File: src/rtl/bin2bcd_pkg.sv
// Shared definitions for the sequential binary-to-BCD converter.
//   C_BCD_BLANK   : digit code shown for a blanked leading zero
//   C_BCD_ADD3_TH : threshold at which a digit is corrected by +3 before shifting
//   state_e       : converter FSM states
//   clog2         : elaboration-time ceiling log2, sizes the bit counter
package bin2bcd_pkg;

    localparam logic [3:0] C_BCD_BLANK   = 4'hF;
    localparam logic [3:0] C_BCD_ADD3_TH = 4'd5;

    typedef enum logic [1:0] {
        StIdle,
        StShift,
        StLatch
    } state_e;

    function automatic int unsigned clog2(input int unsigned val);
        int unsigned res;
        int unsigned pow;
        res = 0;
        pow = 1;
        while (pow < val) begin
            pow = pow << 1;
            res = res + 1;
        end
        return res;
    endfunction

endpackage

File: src/rtl/bin2bcd_seq_if.sv
// Request/result bundle of the binary-to-BCD converter.
//   DAT_i  : binary operand            REQ_i  : start request
//   BUSY_o : conversion in progress    DONE_o : one-cycle result strobe
//   QQ_o   : BCD digits, digit 0 low   NEG_o  : operand was negative
//   OVF_o  : value exceeded the digit count
// master = requester side, slave = converter side.
interface bin2bcd_seq_if #(
    parameter int unsigned C_BIN_W  = 27,
    parameter int unsigned C_DIGITS = 9
) ();

    logic [C_BIN_W-1:0]    DAT_i;
    logic                  REQ_i;
    logic                  BUSY_o;
    logic                  DONE_o;
    logic [4*C_DIGITS-1:0] QQ_o;
    logic                  NEG_o;
    logic                  OVF_o;

    modport master (
        output DAT_i,
        output REQ_i,
        input  BUSY_o,
        input  DONE_o,
        input  QQ_o,
        input  NEG_o,
        input  OVF_o
    );

    modport slave (
        input  DAT_i,
        input  REQ_i,
        output BUSY_o,
        output DONE_o,
        output QQ_o,
        output NEG_o,
        output OVF_o
    );

endinterface

File: src/rtl/bin2bcd_digit.sv
// One BCD digit of the shift-add-3 (double dabble) chain.
//   CK_i, XARST_i : clock, asynchronous active-low reset
//   EN_CK_i       : clock enable, digit holds when low
//   clr_i         : synchronous clear (start of a conversion)
//   shift_i       : correct-then-shift this cycle
//   cyi_i         : bit shifted in from the digit below (or the operand MSB)
//   cyo_o         : bit shifted out towards the digit above
//   dig_o         : current digit value
module bin2bcd_digit
    import bin2bcd_pkg::*;
(
    input  logic       CK_i,
    input  logic       XARST_i,
    input  logic       EN_CK_i,
    input  logic       clr_i,
    input  logic       shift_i,
    input  logic       cyi_i,
    output logic       cyo_o,
    output logic [3:0] dig_o
);

    logic [3:0] dig_q;
    logic [3:0] dig_d;
    logic [3:0] adj;

    always_comb begin
        // Digits stay in 0..9, so the corrected value is at most 12 and its bit 3
        // is exactly the decimal carry produced by the following doubling.
        adj   = (dig_q >= C_BCD_ADD3_TH) ? (dig_q + 4'd3) : dig_q;
        cyo_o = adj[3];
        dig_d = dig_q;
        if (clr_i) begin
            dig_d = 4'h0;
        end else if (shift_i) begin
            dig_d = {adj[2:0], cyi_i};
        end
    end

    always_ff @(posedge CK_i or negedge XARST_i) begin
        if (!XARST_i) begin
            dig_q <= 4'h0;
        end else if (EN_CK_i) begin
            dig_q <= dig_d;
        end
    end

    assign dig_o = dig_q;

endmodule

File: src/rtl/bin2bcd_seq.sv
// Sequential binary-to-BCD converter, one operand bit per enabled clock.
//   CK_i    : clock, rising edge
//   XARST_i : asynchronous active-low reset
//   EN_CK_i : clock enable, all state freezes when low (DONE_o included)
//   bus_io  : request/result bundle (slave side), see bin2bcd_seq_if
// A request in idle loads the operand magnitude; C_BIN_W shift cycles follow,
// then one latch cycle registers QQ_o/NEG_o/OVF_o and pulses DONE_o.
// Build option BIN2BCD_SEQ_LZB_EN: blank leading zero digits (digit 0 never
// blanked) with the blank code when the result is latched.
module bin2bcd_seq
    import bin2bcd_pkg::*;
#(
    parameter int unsigned C_BIN_W  = 27,
    parameter int unsigned C_DIGITS = 9,
    parameter int unsigned C_SIGNED = 0
) (
    input  logic CK_i,
    input  logic XARST_i,
    input  logic EN_CK_i,
    bin2bcd_seq_if.slave bus_io
);

    localparam int unsigned CntW = clog2(C_BIN_W + 1);
    localparam logic [CntW-1:0] CntLast = CntW'(C_BIN_W - 1);

    state_e                state_q, state_d;
    logic [CntW-1:0]       cnt_q, cnt_d;
    logic [C_BIN_W-1:0]    sr_q, sr_d;
    logic                  neg_cap_q, neg_cap_d;
    logic                  ovf_cap_q, ovf_cap_d;
    logic [4*C_DIGITS-1:0] qq_q, qq_d;
    logic                  neg_q, neg_d;
    logic                  ovf_q, ovf_d;
    logic                  done_q, done_d;

    logic                  load;
    logic                  shift;
    logic                  is_neg;
    logic [C_BIN_W-1:0]    mag;
    logic [C_DIGITS:0]     cy;
    logic [4*C_DIGITS-1:0] dig_all;
    logic [4*C_DIGITS-1:0] qq_fmt;

    // The most negative operand negates to 2^(C_BIN_W-1), which is still
    // the correct unsigned magnitude.
    assign is_neg = (C_SIGNED != 0) && bus_io.DAT_i[C_BIN_W-1];
    assign mag    = is_neg ? (~bus_io.DAT_i + C_BIN_W'(1)) : bus_io.DAT_i;

    assign cy[0] = sr_q[C_BIN_W-1];

    for (genvar gi = 0; gi < int'(C_DIGITS); gi++) begin : g_digit
        bin2bcd_digit u_digit (
            .CK_i    (CK_i),
            .XARST_i (XARST_i),
            .EN_CK_i (EN_CK_i),
            .clr_i   (load),
            .shift_i (shift),
            .cyi_i   (cy[gi]),
            .cyo_o   (cy[gi+1]),
            .dig_o   (dig_all[4*gi +: 4])
        );
    end

`ifdef BIN2BCD_SEQ_LZB_EN
    logic nz_seen;

    always_comb begin
        qq_fmt  = dig_all;
        nz_seen = 1'b0;
        for (int i = int'(C_DIGITS) - 1; i >= 1; i--) begin
            if (dig_all[4*i +: 4] != 4'h0) begin
                nz_seen = 1'b1;
            end
            if (!nz_seen) begin
                qq_fmt[4*i +: 4] = C_BCD_BLANK;
            end
        end
    end
`else
    assign qq_fmt = dig_all;
`endif

    always_comb begin
        state_d   = state_q;
        cnt_d     = cnt_q;
        sr_d      = sr_q;
        neg_cap_d = neg_cap_q;
        ovf_cap_d = ovf_cap_q;
        qq_d      = qq_q;
        neg_d     = neg_q;
        ovf_d     = ovf_q;
        done_d    = 1'b0;
        load      = 1'b0;
        shift     = 1'b0;

        unique case (state_q)
            StIdle: begin
                if (bus_io.REQ_i) begin
                    load      = 1'b1;
                    sr_d      = mag;
                    neg_cap_d = is_neg;
                    ovf_cap_d = 1'b0;
                    cnt_d     = '0;
                    state_d   = StShift;
                end
            end
            StShift: begin
                shift     = 1'b1;
                sr_d      = sr_q << 1;
                cnt_d     = cnt_q + CntW'(1);
                // A carry out of the top digit means the value needs more digits.
                ovf_cap_d = ovf_cap_q | cy[C_DIGITS];
                if (cnt_q == CntLast) begin
                    state_d = StLatch;
                end
            end
            StLatch: begin
                qq_d    = qq_fmt;
                neg_d   = neg_cap_q;
                ovf_d   = ovf_cap_q;
                done_d  = 1'b1;
                state_d = StIdle;
            end
            default: begin
                state_d = StIdle;
            end
        endcase
    end

    always_ff @(posedge CK_i or negedge XARST_i) begin
        if (!XARST_i) begin
            state_q   <= StIdle;
            cnt_q     <= '0;
            sr_q      <= '0;
            neg_cap_q <= 1'b0;
            ovf_cap_q <= 1'b0;
            qq_q      <= '0;
            neg_q     <= 1'b0;
            ovf_q     <= 1'b0;
            done_q    <= 1'b0;
        end else if (EN_CK_i) begin
            state_q   <= state_d;
            cnt_q     <= cnt_d;
            sr_q      <= sr_d;
            neg_cap_q <= neg_cap_d;
            ovf_cap_q <= ovf_cap_d;
            qq_q      <= qq_d;
            neg_q     <= neg_d;
            ovf_q     <= ovf_d;
            done_q    <= done_d;
        end
    end

    assign bus_io.BUSY_o = (state_q != StIdle);
    assign bus_io.DONE_o = done_q;
    assign bus_io.QQ_o   = qq_q;
    assign bus_io.NEG_o  = neg_q;
    assign bus_io.OVF_o  = ovf_q;

endmodule

File: src/flat_wrapper.sv
// flat-port wrapper written by rule: the top's interface ports become plain ports
module bin2bcd_seq_flat import bin2bcd_pkg::*;
#(
    parameter int unsigned C_BIN_W  = 27,
    parameter int unsigned C_DIGITS = 9,
    parameter int unsigned C_SIGNED = 0
)
  (CK_i, XARST_i, EN_CK_i, bus_io_DAT_i, bus_io_REQ_i, bus_io_BUSY_o, bus_io_DONE_o, bus_io_QQ_o, bus_io_NEG_o, bus_io_OVF_o);
  bin2bcd_seq_if #(.C_BIN_W(C_BIN_W), .C_DIGITS(C_DIGITS)) bus_io_i ();
  input  logic CK_i;
  input  logic XARST_i;
  input  logic EN_CK_i;
  input wire logic [$bits(bus_io_i.DAT_i)-1:0] bus_io_DAT_i;
  input wire logic [$bits(bus_io_i.REQ_i)-1:0] bus_io_REQ_i;
  output wire logic [$bits(bus_io_i.BUSY_o)-1:0] bus_io_BUSY_o;
  output wire logic [$bits(bus_io_i.DONE_o)-1:0] bus_io_DONE_o;
  output wire logic [$bits(bus_io_i.QQ_o)-1:0] bus_io_QQ_o;
  output wire logic [$bits(bus_io_i.NEG_o)-1:0] bus_io_NEG_o;
  output wire logic [$bits(bus_io_i.OVF_o)-1:0] bus_io_OVF_o;
  assign bus_io_i.DAT_i = bus_io_DAT_i;
  assign bus_io_i.REQ_i = bus_io_REQ_i;
  assign bus_io_BUSY_o = bus_io_i.BUSY_o;
  assign bus_io_DONE_o = bus_io_i.DONE_o;
  assign bus_io_QQ_o = bus_io_i.QQ_o;
  assign bus_io_NEG_o = bus_io_i.NEG_o;
  assign bus_io_OVF_o = bus_io_i.OVF_o;
  bin2bcd_seq #(.C_BIN_W(C_BIN_W), .C_DIGITS(C_DIGITS), .C_SIGNED(C_SIGNED)) u_core (.CK_i(CK_i), .XARST_i(XARST_i), .EN_CK_i(EN_CK_i), .bus_io(bus_io_i));
endmodule
File: config.mk
export PLATFORM = sky130hd
export DESIGN_NAME = bin2bcd_seq_flat
export DESIGN_NICKNAME = d
export VERILOG_FILES = /design/src/rtl/bin2bcd_pkg.sv /design/src/rtl/bin2bcd_seq_if.sv /design/src/rtl/bin2bcd_digit.sv /design/src/rtl/bin2bcd_seq.sv /design/src/flat_wrapper.sv
export SDC_FILE = /design/constraint.sdc
export NUM_CORES = 1
export LEC_CHECK = 0
export BUFFER_PORTS_ARGS = -buffer_cell sky130_fd_sc_hd__buf_2
export CAP_MARGIN = 20
export CORE_MARGIN = 2
export CORE_UTILIZATION = 43
export CTS_BUF_LIST = sky130_fd_sc_hd__clkbuf_8
export DETAILED_ROUTE_END_ITERATION = 10
export PLACE_DENSITY = 0.61
export SKIP_CTS_REPAIR_TIMING = 1
export SLEW_MARGIN = 20
export SYNTH_ARGS = -nofsm -noshare
export SYNTH_HDL_FRONTEND = slang
export SYNTH_HIERARCHICAL = 1
export SYNTH_SLANG_ARGS = --single-unit
export TNS_END_PERCENT = 50
File: constraint.sdc
create_clock -name CK_i -period 2.5 [get_ports CK_i]
set_input_delay 0.5 -clock CK_i [delete_from_list [all_inputs] [get_ports CK_i]]
set_output_delay 0.5 -clock CK_i [all_outputs]
set_load 0.05 [all_outputs]
; Yosys cells after proc, flatten, opt, wreduce, memory -nomap -nowiden
; Cells that the tools add are included.
[word_totals]
reg_bits = 109
in_bits = 31
out_inout_bits = 40
[classes]
n_addsub = 10
n_lt_le_gt_ge = 9
eq_ne = 5
muxes = 40
n_bitwise = 1
n_reduce_logical = 8
[op_table]
columns = operator, n
row1 = 2-to-1 mux 4 bit, 27
row2 = one-hot mux 27 bit (2 select lines), 1
row3 = "adder 4 x 2 -> 4 bit, second input constant", 9
row4 = "greater-or-equal comparator 4 x 3 -> 1 bit, second input constant", 9
row5 = 2-to-1 mux 27 bit, 1
row6 = one-hot mux 5 bit (2 select lines), 1
row7 = AND reduction 3 bit, 2
row8 = nonzero test 2 bit, 3
row9 = "adder 5 x 1 -> 5 bit, second input constant", 1
row10 = "== test 5 bit, second input constant", 1
row11 = 2-to-1 mux 1 bit, 5
row12 = 2-to-1 mux 5 bit, 1
row13 = 2-to-1 mux 2 bit, 2
row14 = one-hot mux 2 bit (2 select lines), 1
row15 = AND reduction 2 bit, 2
row16 = "== test 2 x 1 -> 1 bit, second input constant", 1
row17 = "== test 2 bit, second input constant", 1
row18 = zero test 2 bit, 1
row19 = "!= test 2 x 1 -> 1 bit, second input constant", 1
row20 = "!= test 2 bit, second input constant", 1
row21 = one-hot mux 1 bit (2 select lines), 1
row22 = OR 1 bit, 1

; Depth between registers and ports, before layout
[depth]
depth_word = 4
ltp_mapped = 7

; Modules after synthesis
; Netlist, hierarchy kept.
[by_module_without_submodules]
columns = mod, n_inst, cells_each, area_per_inst_um2
row1 = bin2bcd_seq, 1, 243, 3284.4
row2 = bin2bcd_digit, 9, 34, 295.3

; Worst setup path after synthesis
; Ideal clock, no wire load.
[synth_timing]
path_type = reg2reg
startpoint = register u_core.state_q[0]
endpoint = register u_core.g_digit[0].u_digit.dig_q[1]
setup_time_ns = 0.087
arrival_time_ns = 2.276
required_ns = 2.413
slack_ns = 0.138
stages_incl_launch_ff = 6
n_path_buf = 0
path_cell_list = dfrtp_1 > inv_1 > and3_1 > o21ai_2 > or3_1 > o211ai_1
[synth_via]
elab_chain_cells = 4
[synth_rtl]
columns = item, line_no
row1 = from (decl), bin2bcd_seq.sv:26  ; state_e state_q, state_d;
row2 = from (signal assigned), bin2bcd_seq.sv:132  ; state_q <= StIdle;
row3 = from (signal assigned), bin2bcd_seq.sv:142  ; state_q <= state_d;
row4 = zero test 2 bit *, bin2bcd_seq.sv:96  ; unique case (state_q)
row5 = 2-to-1 mux 1 bit *, bin2bcd_seq.sv:96
row6 = named net u_core.load, bin2bcd_seq.sv:36  ; logic load;
row7 = nonzero test 2 bit (no source line), -
row8 = AND reduction 2 bit (no source line), -
row9 = to (signal assigned), bin2bcd_digit.sv:43  ; dig_q <= dig_d;
row10 = to (decl), bin2bcd_digit.sv:22  ; logic [3:0] dig_q;
; Mark *: on every way through the listed nets, which the timed path passes. The rest lies on a longest branch.
; A chain may end at the register's enable or synchronous reset.

; Worst setup path after layout
[layout_timing]
startpoint = register u_core.state_q[0]
endpoint = register u_core.g_digit[2].u_digit.dig_q[2]
[layout_via]
elab_chain_cells = 4
[layout_rtl]
columns = item, line_no
row1 = zero test 2 bit *, bin2bcd_seq.sv:96
row2 = 2-to-1 mux 1 bit *, bin2bcd_seq.sv:96
row3 = named net u_core.load, bin2bcd_seq.sv:36
row4 = nonzero test 2 bit (no source line), -
row5 = AND reduction 2 bit (no source line), -
row6 = to (signal assigned), bin2bcd_digit.sv:43
row7 = to (decl), bin2bcd_digit.sv:22
; Marked as above.

==> impl_metrics.toml <==
[setup_path]
critical_path_class = "register to register"
endpoint_kind = "register"
crit_arrival_ps = 2460
critPathMaxFanout = 39
rrSetupSlack_ps = 350
required_ps = 2810
crit_chain = "inv_1, and3_2, o21ai_2, or3_1, o211ai_1"
cp_slowest_cell = "and3_2"
critPathLaunchType = "register"
cp_slowest_stage_delay_ps = 650

[layout]
area_growth_pct = 13.9
design_area_sq_mm = 0.00677
layout.nets = 675
n_antenna_cell = 0
fillerInstances = 1225
final_common_cell = "dfrtp_1"
seq_area_sq_mm = 0.00273
layout_common_cells = "dfrtp_1 (109), buf_2 (68), nand2_1 (49)"
multi_input_area_sq_mm = 0.00294
drive_gt1_share_pct = 29.7

[timing]
tightestPinTransition_ps = 687
tns_ps = 0
fin_crit_sh_pct = 86.1
whs_ps = 158
setup_viol = 0
hold_viol = 0
grt_setup_unrepaired = "false"
fin_crit_ps = 2150
layout_setup_ws_ps = 346
finalClockSkew_ps = 10.6
drv_slew = 0
fmax_mhz = 464
slew_headroom_pct = 54.2

[cts]
h-tree-depth = 3
clock_sinks = 109
clockRootBuffer = "clkbuf_8"
clk_latency_ps = 400
cts_made_buffers = 9
cts_tree = "built"
clkTransAtPathRegs_ps = 100
cts_buffer_depth = 2

[logic_synthesis]
postSynthAreaPerCell_sq_um = 10.8
synth_ff_type = "dfrtp_1"
yosysTopAreaCell = "dfrtp_1"
ys_seq_elements = 109
ys_warn_count = 6
synth_top_area_share_pct = 45.9
synth_edf_count = 0
synth_cell_types = 41
synthCells = 549
seq_area_frac_synth_pct = 45.9
synthTopCellsByArea = "dfrtp_1 (46%), mux2_4 (4.8%), o211ai_1 (4.7%)"
syn_area_sq_mm = 0.00594
async_reset_ff_share_pct = 100
synth.net_count = 600

[power_and_ir_drop]
p_total_uw = 5880
p_leak_uw = 0.00343
vdd_ir_drop_max_v = 0.000440
power_density_mw_per_mm2 = 868

[die]
die_w_microns = 122
die-area_sq_mm = 0.0148
io_pins = 71
fp.dieH_microns = 122
core_sq_mm = 0.0133
start_util_pct = 44.5
floorplan.rows = 42

[placement]
dp_worst_setup_slack_ps = 342
dpl-instance-area_sq_mm = 0.00651
io_buffer_count = 69
gp_congestion = 0.847
post-dp-hpwl_microns = 8020

[global_routing]
track_usage_pct = 17.4
grt_start_max_net_pins = 110
overflow = 0
grt_antenna_before_repair = 1
grt_pass1_vias = 4361
grt_pass1_wl_microns = 20600

[drt]
vias = 4345
vias_per_cell = 5.40
drc = 0
routed_wl_microns = 12000
drtIter0Drc = 271
first_pass_iters = 4
antenna_left = 0
post_drt_wl_per_cell_microns = 14.9

[hold_path]
hold_class = "input port to async pin"

[flow_run]
drv_cap = 0

[outcome]
status = "finished, final reports clean"
## logic make-up (layout without fill, tap and decap cells)
| group | after synthesis | after routing | share of synthesized area (%) |
|---|---|---|---|
| AO/OA/AOI/OAI | 137 | 137 | 16.1 |
| buffers and inverters | 57 | 137 | 4.80 |
| AND/OR/NAND/NOR | 161 | 161 | 16.2 |
| flip-flops | 109 | 109 | 45.9 |
| multiplexers | 63 | 63 | 12.6 |
| other | 1 | 1 | 0.0631 |
| adder cells (fa/ha/maj) | 20 | 20 | 4.21 |
| XOR/XNOR | 1 | 1 | 0.147 |
## through the flow
| step | instances | utilization (%) |
|---|---|---|
| after floorplan | 549 | - |
| after global placement | 789 | 48.8 |
| after detailed placement | 789 | 48.8 |
| after CTS | 805 | 50.7 |
| after global routing | 805 | 50.7 |
| final | 805 | 50.7 |
## worst max-delay path, delay by kind of cell (launching register included)
family                 cells  cell delay, ps
AOI/OAI and AO/OA          2             400
buffers and inverters      1             150
DFF                        1             480
and+or+nand+nor            2            1010
## layout make-up
type	count	area share, %
flip-flops and latches	109	40.3
repair buffers	81	7.03
well taps	176	3.25
inverters	40	2.22
clock inverters	5	1.57
clock buffers	11	2.24
multi-input cells	383	43.4
## final timing paths
path / start / to / cells past startpoint
setup / recovery: u_core/state_q[0]$_DFFE_PN0P_ / u_core/g_digit[2].u_digit/dig_o[2]$_DFFE_PN0P_ / 5
hold / removal: XARST_i / u_core/bus_io.QQ_o[31]$_DFFE_PN0P_ / 2
setup reg to reg: u_core/state_q[0]$_DFFE_PN0P_ / u_core/g_digit[2].u_digit/dig_o[2]$_DFFE_PN0P_ / 5
hold reg to reg: u_core/bus_io.QQ_o[1]$_DFFE_PN0P_ / u_core/bus_io.QQ_o[1]$_DFFE_PN0P_ / 1
max in group asynchronous: XARST_i / u_core/g_digit[2].u_digit/dig_o[2]$_DFFE_PN0P_ / 2
min in group CK_i: bus_io_DAT_i[0] / u_core/sr_q[0]$_DFFE_PN0P_ / 2
## where the power goes
part / switching (uW) / internal (uW)
registers: 460 / 2170
logic: 1040 / 874
clock network: 617 / 721
total: 2110 / 3760
## sequential cells by signal, indices dropped and copies added (netlist names)
signal	flops
u_core/sr_q	27
u_core/ovf_cap_q	1
u_core/state_q	2
u_core/bus_io.QQ_o	36
u_core/cnt_q	5
u_core/bus_io.DONE_o	1
u_core/bus_io.OVF_o	1
u_core/g_digit.u_digit/dig_o	36
## synthesized netlist by cell type (all sizes together), types with 3 or more instances
cell type	n
nand2b	9
nor3	9
dfrtp	109
a21o	9
mux2	37
a21oi	3
and4b	18
ha	20
nor2	11
mux2i	26
inv	40
o21ai	66
or3	19
buf	14
nand2	49
nand3	28
o21a	9
o211ai	37
a2bb2oi	9
nand4b	3
nor2b	9
clkbuf	3
## routing by layer
layer  track usage (%)  up-vias  routed length [microns]
met1              21.7     2103                     5410
li1                  -     2129                        -
met5                 0        -                       11
met2              28.4       93                     5670
met4              5.75        2                      172
met3              6.13       18                      731
Power figures use the tool's default switching activity.
